## config.mk

```make
export PLATFORM = sky130hd
export DESIGN_NAME = openhmc_axis_link_monitor
export DESIGN_NICKNAME = d
export VERILOG_FILES = /design/src/rtl/openhmc_mon_pkg.sv /design/src/rtl/openhmc_axis_ch_monitor.sv /design/src/rtl/openhmc_axis_link_monitor.sv
export SDC_FILE = /design/constraint.sdc
export NUM_CORES = 2
export LEC_CHECK = 0
export CAP_MARGIN = 15
export CORE_AREA = 4 4 502 504
export CTS_CLUSTER_SIZE = 40
export DETAILED_ROUTE_END_ITERATION = 8
export DIE_AREA = 0 0 506 508
export PLACE_DENSITY_LB_ADDON = 0.08
export SLEW_MARGIN = 20
export SYNTH_ARGS = -nofsm -noshare
export SYNTH_HDL_FRONTEND = slang
export SYNTH_SLANG_ARGS = --single-unit
```

## constraint.sdc

```tcl
create_clock -name clk_hmc -period 6.8 [get_ports clk_hmc]
set_input_delay 1.36 -clock clk_hmc [delete_from_list [all_inputs] [get_ports clk_hmc]]
set_output_delay 1.36 -clock clk_hmc [all_outputs]
set_load 0.01 [all_outputs]
```

## src/rtl/openhmc_mon_pkg.sv

```systemverilog
// Shared types and constants for the openHMC AXI4-Stream link monitor.
// Error bit indices and TUSER field offsets are used by both the channel monitor and its users.
package openhmc_mon_pkg;

  localparam int ERR_VALID_DROP    = 0;
  localparam int ERR_DATA_UNSTABLE = 1;
  localparam int ERR_STALL_TO      = 2;
  localparam int ERR_FRAMING       = 3;

  localparam int TUSER_VALID = 0;
  localparam int TUSER_HDR   = 1;
  localparam int TUSER_TAIL  = 2;

  typedef enum logic {IDLE, STALLED} stall_state_t;
  typedef enum logic {CLOSED, OPEN}  pkt_state_t;

  // LSB of a per-flit TUSER field; each field is FPW bits wide.
  function automatic int tuser_field_lsb(input int fpw, input int field);
    return field * fpw;
  endfunction

endpackage

```

## src/rtl/openhmc_axis_ch_monitor.sv

```systemverilog
// Single-channel passive monitor: stall FSM, packet framing checker,
// saturating flit/packet counters and sticky error flags.
module openhmc_axis_ch_monitor
  import openhmc_mon_pkg::*;
#(
  parameter int FPW             = 4,
  parameter int DWIDTH          = FPW*128,
  parameter int NUM_DATA_BYTES  = FPW*16,
  parameter int STALL_LIMIT_LOG = 10,
  parameter int CNT_W           = 32
) (
  input  logic                      clk,
  input  logic                      res_n,
  input  logic                      mon_enable,
  input  logic                      mon_clear,
  input  logic                      tvalid,
  input  logic                      tready,
  input  logic [DWIDTH-1:0]         tdata,
  input  logic [NUM_DATA_BYTES-1:0] tuser,
  output logic [3:0]                err_sticky,
  output logic [3:0]                err_next,
  output logic [CNT_W-1:0]          flit_cnt,
  output logic [CNT_W-1:0]          pkt_cnt,
  output logic                      pkt_open
);

  localparam int VLD_LSB  = tuser_field_lsb(FPW, TUSER_VALID);
  localparam int HDR_LSB  = tuser_field_lsb(FPW, TUSER_HDR);
  localparam int TAIL_LSB = tuser_field_lsb(FPW, TUSER_TAIL);
  localparam logic [STALL_LIMIT_LOG-1:0] STALL_MAX = '1;

  stall_state_t                stall_state_q, stall_state_d;
  pkt_state_t                  pkt_state_q, pkt_state_d;
  logic [STALL_LIMIT_LOG-1:0]  stall_cnt_q, stall_cnt_d;
  logic                        to_done_q, to_done_d;
  logic [DWIDTH-1:0]           cap_data_q, cap_data_d;
  logic [NUM_DATA_BYTES-1:0]   cap_user_q, cap_user_d;
  logic [CNT_W-1:0]            flit_cnt_q, flit_cnt_d;
  logic [CNT_W-1:0]            pkt_cnt_q, pkt_cnt_d;
  logic [3:0]                  err_q, err_d, err_set;
  logic                        hs;
  logic [FPW-1:0]              fv, fh, ft;

  function automatic logic [CNT_W-1:0] popcnt(input logic [FPW-1:0] v);
    logic [CNT_W-1:0] n;
    n = '0;
    for (int i = 0; i < FPW; i++) n = n + CNT_W'(v[i]);
    return n;
  endfunction

  function automatic logic [CNT_W-1:0] sat_add(input logic [CNT_W-1:0] a, input logic [CNT_W-1:0] b);
    logic [CNT_W:0] s;
    s = {1'b0, a} + {1'b0, b};
    return s[CNT_W] ? '1 : s[CNT_W-1:0];
  endfunction

  assign hs = tvalid & tready;
  assign fv = tuser[VLD_LSB  +: FPW];
  assign fh = tuser[HDR_LSB  +: FPW];
  assign ft = tuser[TAIL_LSB +: FPW];

  always_comb begin
    stall_state_d = stall_state_q;
    pkt_state_d   = pkt_state_q;
    stall_cnt_d   = stall_cnt_q;
    to_done_d     = to_done_q;
    cap_data_d    = cap_data_q;
    cap_user_d    = cap_user_q;
    flit_cnt_d    = flit_cnt_q;
    pkt_cnt_d     = pkt_cnt_q;
    err_set       = '0;

    case (stall_state_q)
      IDLE: begin
        if (tvalid && !tready) begin
          stall_state_d = STALLED;
          cap_data_d    = tdata;
          cap_user_d    = tuser;
          stall_cnt_d   = '0;
          to_done_d     = 1'b0;
        end
      end
      default: begin
        // Re-capture after a change so one glitch is not reported every cycle.
        if (tvalid && (tdata != cap_data_q || tuser != cap_user_q)) begin
          err_set[ERR_DATA_UNSTABLE] = 1'b1;
          cap_data_d = tdata;
          cap_user_d = tuser;
        end
        if (hs) begin
          stall_state_d = IDLE;
        end else if (!tvalid) begin
          stall_state_d = IDLE;
          err_set[ERR_VALID_DROP] = 1'b1;
        end else begin
          if (stall_cnt_q != STALL_MAX) stall_cnt_d = stall_cnt_q + STALL_LIMIT_LOG'(1);
          if (stall_cnt_d == STALL_MAX && !to_done_q) begin
            err_set[ERR_STALL_TO] = 1'b1;
            to_done_d = 1'b1;
          end
        end
      end
    endcase

    for (int i = 0; i < FPW; i++) begin
      if (hs && fv[i]) begin
        if (pkt_state_d == CLOSED) begin
          if (fh[i] && !ft[i])     pkt_state_d = OPEN;
          else if (!fh[i])         err_set[ERR_FRAMING] = 1'b1;
        end else begin
          if (fh[i]) begin
            err_set[ERR_FRAMING] = 1'b1;
            pkt_state_d = ft[i] ? CLOSED : OPEN;
          end else if (ft[i]) begin
            pkt_state_d = CLOSED;
          end
        end
      end
    end

    if (hs && mon_enable) begin
      flit_cnt_d = sat_add(flit_cnt_q, popcnt(fv));
      pkt_cnt_d  = sat_add(pkt_cnt_q, popcnt(fv & ft));
    end
    err_d = mon_enable ? (err_q | err_set) : err_q;

    if (mon_clear) begin
      flit_cnt_d = '0;
      pkt_cnt_d  = '0;
      err_d      = '0;
    end
  end

  always_ff @(posedge clk or negedge res_n) begin
    if (!res_n) begin
      stall_state_q <= IDLE;
      pkt_state_q   <= CLOSED;
      stall_cnt_q   <= '0;
      to_done_q     <= 1'b0;
      cap_data_q    <= '0;
      cap_user_q    <= '0;
      flit_cnt_q    <= '0;
      pkt_cnt_q     <= '0;
      err_q         <= '0;
    end else begin
      stall_state_q <= stall_state_d;
      pkt_state_q   <= pkt_state_d;
      stall_cnt_q   <= stall_cnt_d;
      to_done_q     <= to_done_d;
      cap_data_q    <= cap_data_d;
      cap_user_q    <= cap_user_d;
      flit_cnt_q    <= flit_cnt_d;
      pkt_cnt_q     <= pkt_cnt_d;
      err_q         <= err_d;
    end
  end

  assign err_sticky = err_q;
  assign err_next   = err_d;
  assign flit_cnt   = flit_cnt_q;
  assign pkt_cnt    = pkt_cnt_q;
  assign pkt_open   = (pkt_state_q == OPEN);

endmodule

```

## src/rtl/openhmc_axis_link_monitor.sv

```systemverilog
// Multi-channel openHMC AXI4-Stream link monitor: one channel monitor per stream,
// plus a registered OR of every sticky error bit.
module openhmc_axis_link_monitor
  import openhmc_mon_pkg::*;
#(
  parameter int NUM_CH          = 2,
  parameter int FPW             = 4,
  parameter int DWIDTH          = FPW*128,
  parameter int NUM_DATA_BYTES  = FPW*16,
  parameter int STALL_LIMIT_LOG = 10,
  parameter int CNT_W           = 32
) (
  input  logic                             clk_hmc,
  input  logic                             res_n_hmc,
  input  logic                             mon_enable,
  input  logic                             mon_clear,
  input  logic [NUM_CH-1:0]                ch_tvalid,
  input  logic [NUM_CH-1:0]                ch_tready,
  input  logic [NUM_CH*DWIDTH-1:0]         ch_tdata,
  input  logic [NUM_CH*NUM_DATA_BYTES-1:0] ch_tuser,
  output logic [NUM_CH*4-1:0]              err_sticky,
  output logic                             err_any,
  output logic [NUM_CH*CNT_W-1:0]          flit_cnt,
  output logic [NUM_CH*CNT_W-1:0]          pkt_cnt,
  output logic [NUM_CH-1:0]                pkt_open
);

  logic [NUM_CH*4-1:0] err_next;
  logic                err_any_q, err_any_d;

  for (genvar g = 0; g < NUM_CH; g++) begin : g_ch
    openhmc_axis_ch_monitor #(
      .FPW(FPW), .DWIDTH(DWIDTH), .NUM_DATA_BYTES(NUM_DATA_BYTES),
      .STALL_LIMIT_LOG(STALL_LIMIT_LOG), .CNT_W(CNT_W)
    ) u_ch (
      .clk        (clk_hmc),
      .res_n      (res_n_hmc),
      .mon_enable (mon_enable),
      .mon_clear  (mon_clear),
      .tvalid     (ch_tvalid[g]),
      .tready     (ch_tready[g]),
      .tdata      (ch_tdata[g*DWIDTH +: DWIDTH]),
      .tuser      (ch_tuser[g*NUM_DATA_BYTES +: NUM_DATA_BYTES]),
      .err_sticky (err_sticky[g*4 +: 4]),
      .err_next   (err_next[g*4 +: 4]),
      .flit_cnt   (flit_cnt[g*CNT_W +: CNT_W]),
      .pkt_cnt    (pkt_cnt[g*CNT_W +: CNT_W]),
      .pkt_open   (pkt_open[g])
    );
  end

  // Reduced from next-state so err_any lines up with err_sticky.
  assign err_any_d = |err_next;

  always_ff @(posedge clk_hmc or negedge res_n_hmc) begin
    if (!res_n_hmc) err_any_q <= 1'b0;
    else            err_any_q <= err_any_d;
  end

  assign err_any = err_any_q;

endmodule

```

==> out/summary.txt <==
number of port buffers -> 1298
core area -> 0.248 mm2
Post-Synth Simple-Gate Area -> 7.37%
fin crit share -> 82.4%
met1 Resource Use GR -> 23.5%
nature of the critical path endpoint -> register
total negative slack -> 0 ns
CTS tree -> yes
compound-cell area share of the yosys netlist -> 4.90%
GRT busiest layer -> met2
post-cts gate resize count -> 0
die extent in y -> 508 um
largest family of logic cells by synthesized area -> multiplexers
clock-pin slew on the worst setup and hold paths -> 0.06 ns
cell taking the most area after synthesis -> dfrtp_1
top cells by instance count after synthesis -> dfrtp_1, xnor2_1, mux2_2, mux2_4, nand4_1
DR vias/cell -> 4.68
vias in the first global route -> 49700
fraction of synthesized cell area in xor and xnor cells -> 13.6%
FF+latch count, synth -> 1315
Total Nets Final -> 8016
worst hold path class -> in -> async
# setup viols final -> 0
Syn Inst Count -> 5438
Area growth syn-to-layout -> 32.8%
FF-to-FF setup slack -> 1.83 ns
first-pass GRT wire length -> 368000 um
ANT nets after route -> 0
DRT Wirelength -> 260000 um
clk buf depth -> 3
CTS H-Tree Depth -> 4
row cnt -> 183
Unique masters post-synth -> 70
Power Density -> 256 mW/mm2
die width -> 506 um
final hold violations -> 0
Initial Util -> 27.5%
leakage -> 36.1 nW
DR WL/cell -> 25.2 um
layout cells sized above 1 -> 21.4%
top-count cell post-synth -> dfrtp_1
number of synthesized flops with an enable pin -> 0
First-pass DRT Iterations -> 5
final core occ -> 36.6%
R2R depth -> 10
outcome -> complete, no violations
Mean Syn Cell Area -> 12.6 um2
R2R Path End -> g_ch[1].u_ch.cap_data_q[39]
area of the mapped netlist -> 0.0683 mm2
Final HPWL DP -> 207000 um
Arr. time, crit path -> 6.24 ns
Yosys top cell area share -> 48.2%
Peak Freq -> 0.179 GHz
post-CTS setup-driven buffer insertion count -> 0
critical path fanouts, max -> 53
CTS root buffer -> clkbuf_16
Syn. warnings -> 0
mux cell area share after synthesis -> 21.8%
GRT Util Overall -> 19.7%
Die ar. -> 0.257 mm2
routing usage on met2 -> 33.0%
dpl ws -> 0.263 ns
placed insts -> 9984
Max-cap violations -> 0
critical path class -> in -> reg
VDD IR max -> 0.184 mV
Detailed Route Iter0 Violations -> 2521
Worst Clk Skew -> 0.0525 ns
met3 GRT Util -> 7.81%
Worst-Margin Slew -> 1.02 ns
main flop type after synthesis -> dfrtp_1
IO Pins -> 1299
total number of vias -> 48400
sequential element share of the synthesized area -> 48.2%
Setup crit start kind -> primary input
Placer Congestion -> 0.831
Sink Count -> 1315
Post-synth ARST share -> 100%
grt total ovfl -> 0
Non-Filler Instances -> 10300
largest net degree at the start of global routing -> 157
Post-CTS Hold Buffers -> 0
Worst Path Required -> 7.44 ns
clock buffer count from CTS -> 170
Syn Nets -> 6628
worst setup margin -> 1.20 ns
Post-route DRC -> 0
Crit Reg-Reg Startpoint -> g_ch[1].u_ch.cap_data_q[178]
Area contributors post-synth -> dfrtp_1, xnor2_1, mux2_4
adder-cell share of the synthesized area -> 0.638%
RSZ-0062 raised after global routing -> no
Clock Latency Late Sink -> 0.79 ns
Max Slew Vio Count -> 0
Tmin final -> 5.60 ns
antenna violations before repair -> 280
Rel. slew slack -> 31.7%
metrics by stage:
step	area, um2	hold WS, ns	power (W)
4_1_cts	90400	0.487	0.0237
6_report	90600	0.457	0.0232
2_1_floorplan	68300	0.445	0.0127
3_5_place_dp	85100	0.479	0.0146
5_1_grt	90500	0.442	0.0244
3_3_place_gp	85000	0.479	0.0145
layout make-up:
| cell class | count | area (um2) |
|---|---|---|
| inverters | 203 | 762 |
| well taps | 3330 | 4170 |
| multi-input cells | 3728 | 33100 |
| flip-flops and latches | 1315 | 32900 |
| fillers | 24400 | 157000 |
| diodes | 71 | 178 |
| repair buffers | 1408 | 14200 |
| clock buffers | 272 | 5070 |
| clock inverters | 22 | 307 |
routing by layer:
layer | up-vias | routed length, um
li1 | 22100 | -
met1 | 24000 | 106000
met2 | 1486 | 124000
met3 | 660 | 22200
met4 | 172 | 7310
met5 | - | 1100
critical path, cell delays in order:
cell	delay, ns
clkdlybuf4s50_1	0.45
xor2_1	0.16
nor4_1	0.65
nand4_1	0.22
nor2_1	0.74
nand4_1	0.83
or3_1	0.61
o221a_4	0.27
buf_12	0.18
buf_12	0.28
mux2_4	0.35
where the power goes:
| group | leakage, nW | internal [W] | switching, W |
|---|---|---|---|
| Sequential | 15.8 | 0.00897 | 0.000772 |
| Clock | 2.61 | 0.00516 | 0.00371 |
| Combinational | 17.7 | 0.00285 | 0.00177 |
how the worst max path moves through the flow:
| stage | cells after the start | slack, ns | endpoint | from |
|---|---|---|---|---|
| global placement | 11 | 0.21 | g_ch[1].u_ch.cap_data_q[447] | ch_tdata[539] |
| detailed placement | 11 | 0.26 | g_ch[1].u_ch.cap_data_q[447] | ch_tdata[539] |
| global route | 11 | 0.99 | g_ch[1].u_ch.cap_data_q[39] | ch_tdata[539] |
| finish | 11 | 1.20 | g_ch[1].u_ch.cap_data_q[39] | ch_tdata[539] |
| floorplan | 16 | 1.86 | g_ch[1].u_ch.pkt_cnt[22] | ch_tuser[73] |
| CTS | 11 | 1.12 | g_ch[1].u_ch.cap_data_q[409] | ch_tdata[539] |
kinds of logic (layout without fill, tap and decap cells):
group,count (synthesis),after routing
multiplexers,1153,1153
AND/OR/NAND/NOR,939,939
flip-flops,1315,1315
adder cells (fa/ha/maj),30,30
XOR/XNOR,1058,1058
other,0,71
AO/OA/AOI/OAI,548,548
buffers and inverters,395,1905
sequential cells by signal, summed over array words and instances (netlist names):
name                     count
g_ch.u_ch.flit_cnt          64
g_ch.u_ch.to_done_q          2
g_ch.u_ch.pkt_cnt           64
g_ch.u_ch.cap_data_q      1024
g_ch.u_ch.pkt_open           2
g_ch.u_ch.stall_cnt_q       20
err_any                      1
g_ch.u_ch.cap_user_q       128
g_ch.u_ch.err_sticky         8
g_ch.u_ch.stall_state_q      2
cells in the final DEF, fill, tap and decap left out, types with 47 or more instances in the layout:
cell type and instances:
nor4_1 122, clkdlybuf4s50_1 1297, clkbuf_16 172, dfrtp_1 1315
a21oi_1 85, a31oi_1 47, o21ai_0 232, nand3_1 57
buf_4 82, inv_1 202, clkbuf_1 61, nand4_1 264
mux2_2 603, mux2_4 514, xor2_1 159, o22ai_1 54
nor2_1 95, diode_2 71, xnor2_1 899, nand2_1 202
No activity file was read; power rests on OpenSTA's default activity.
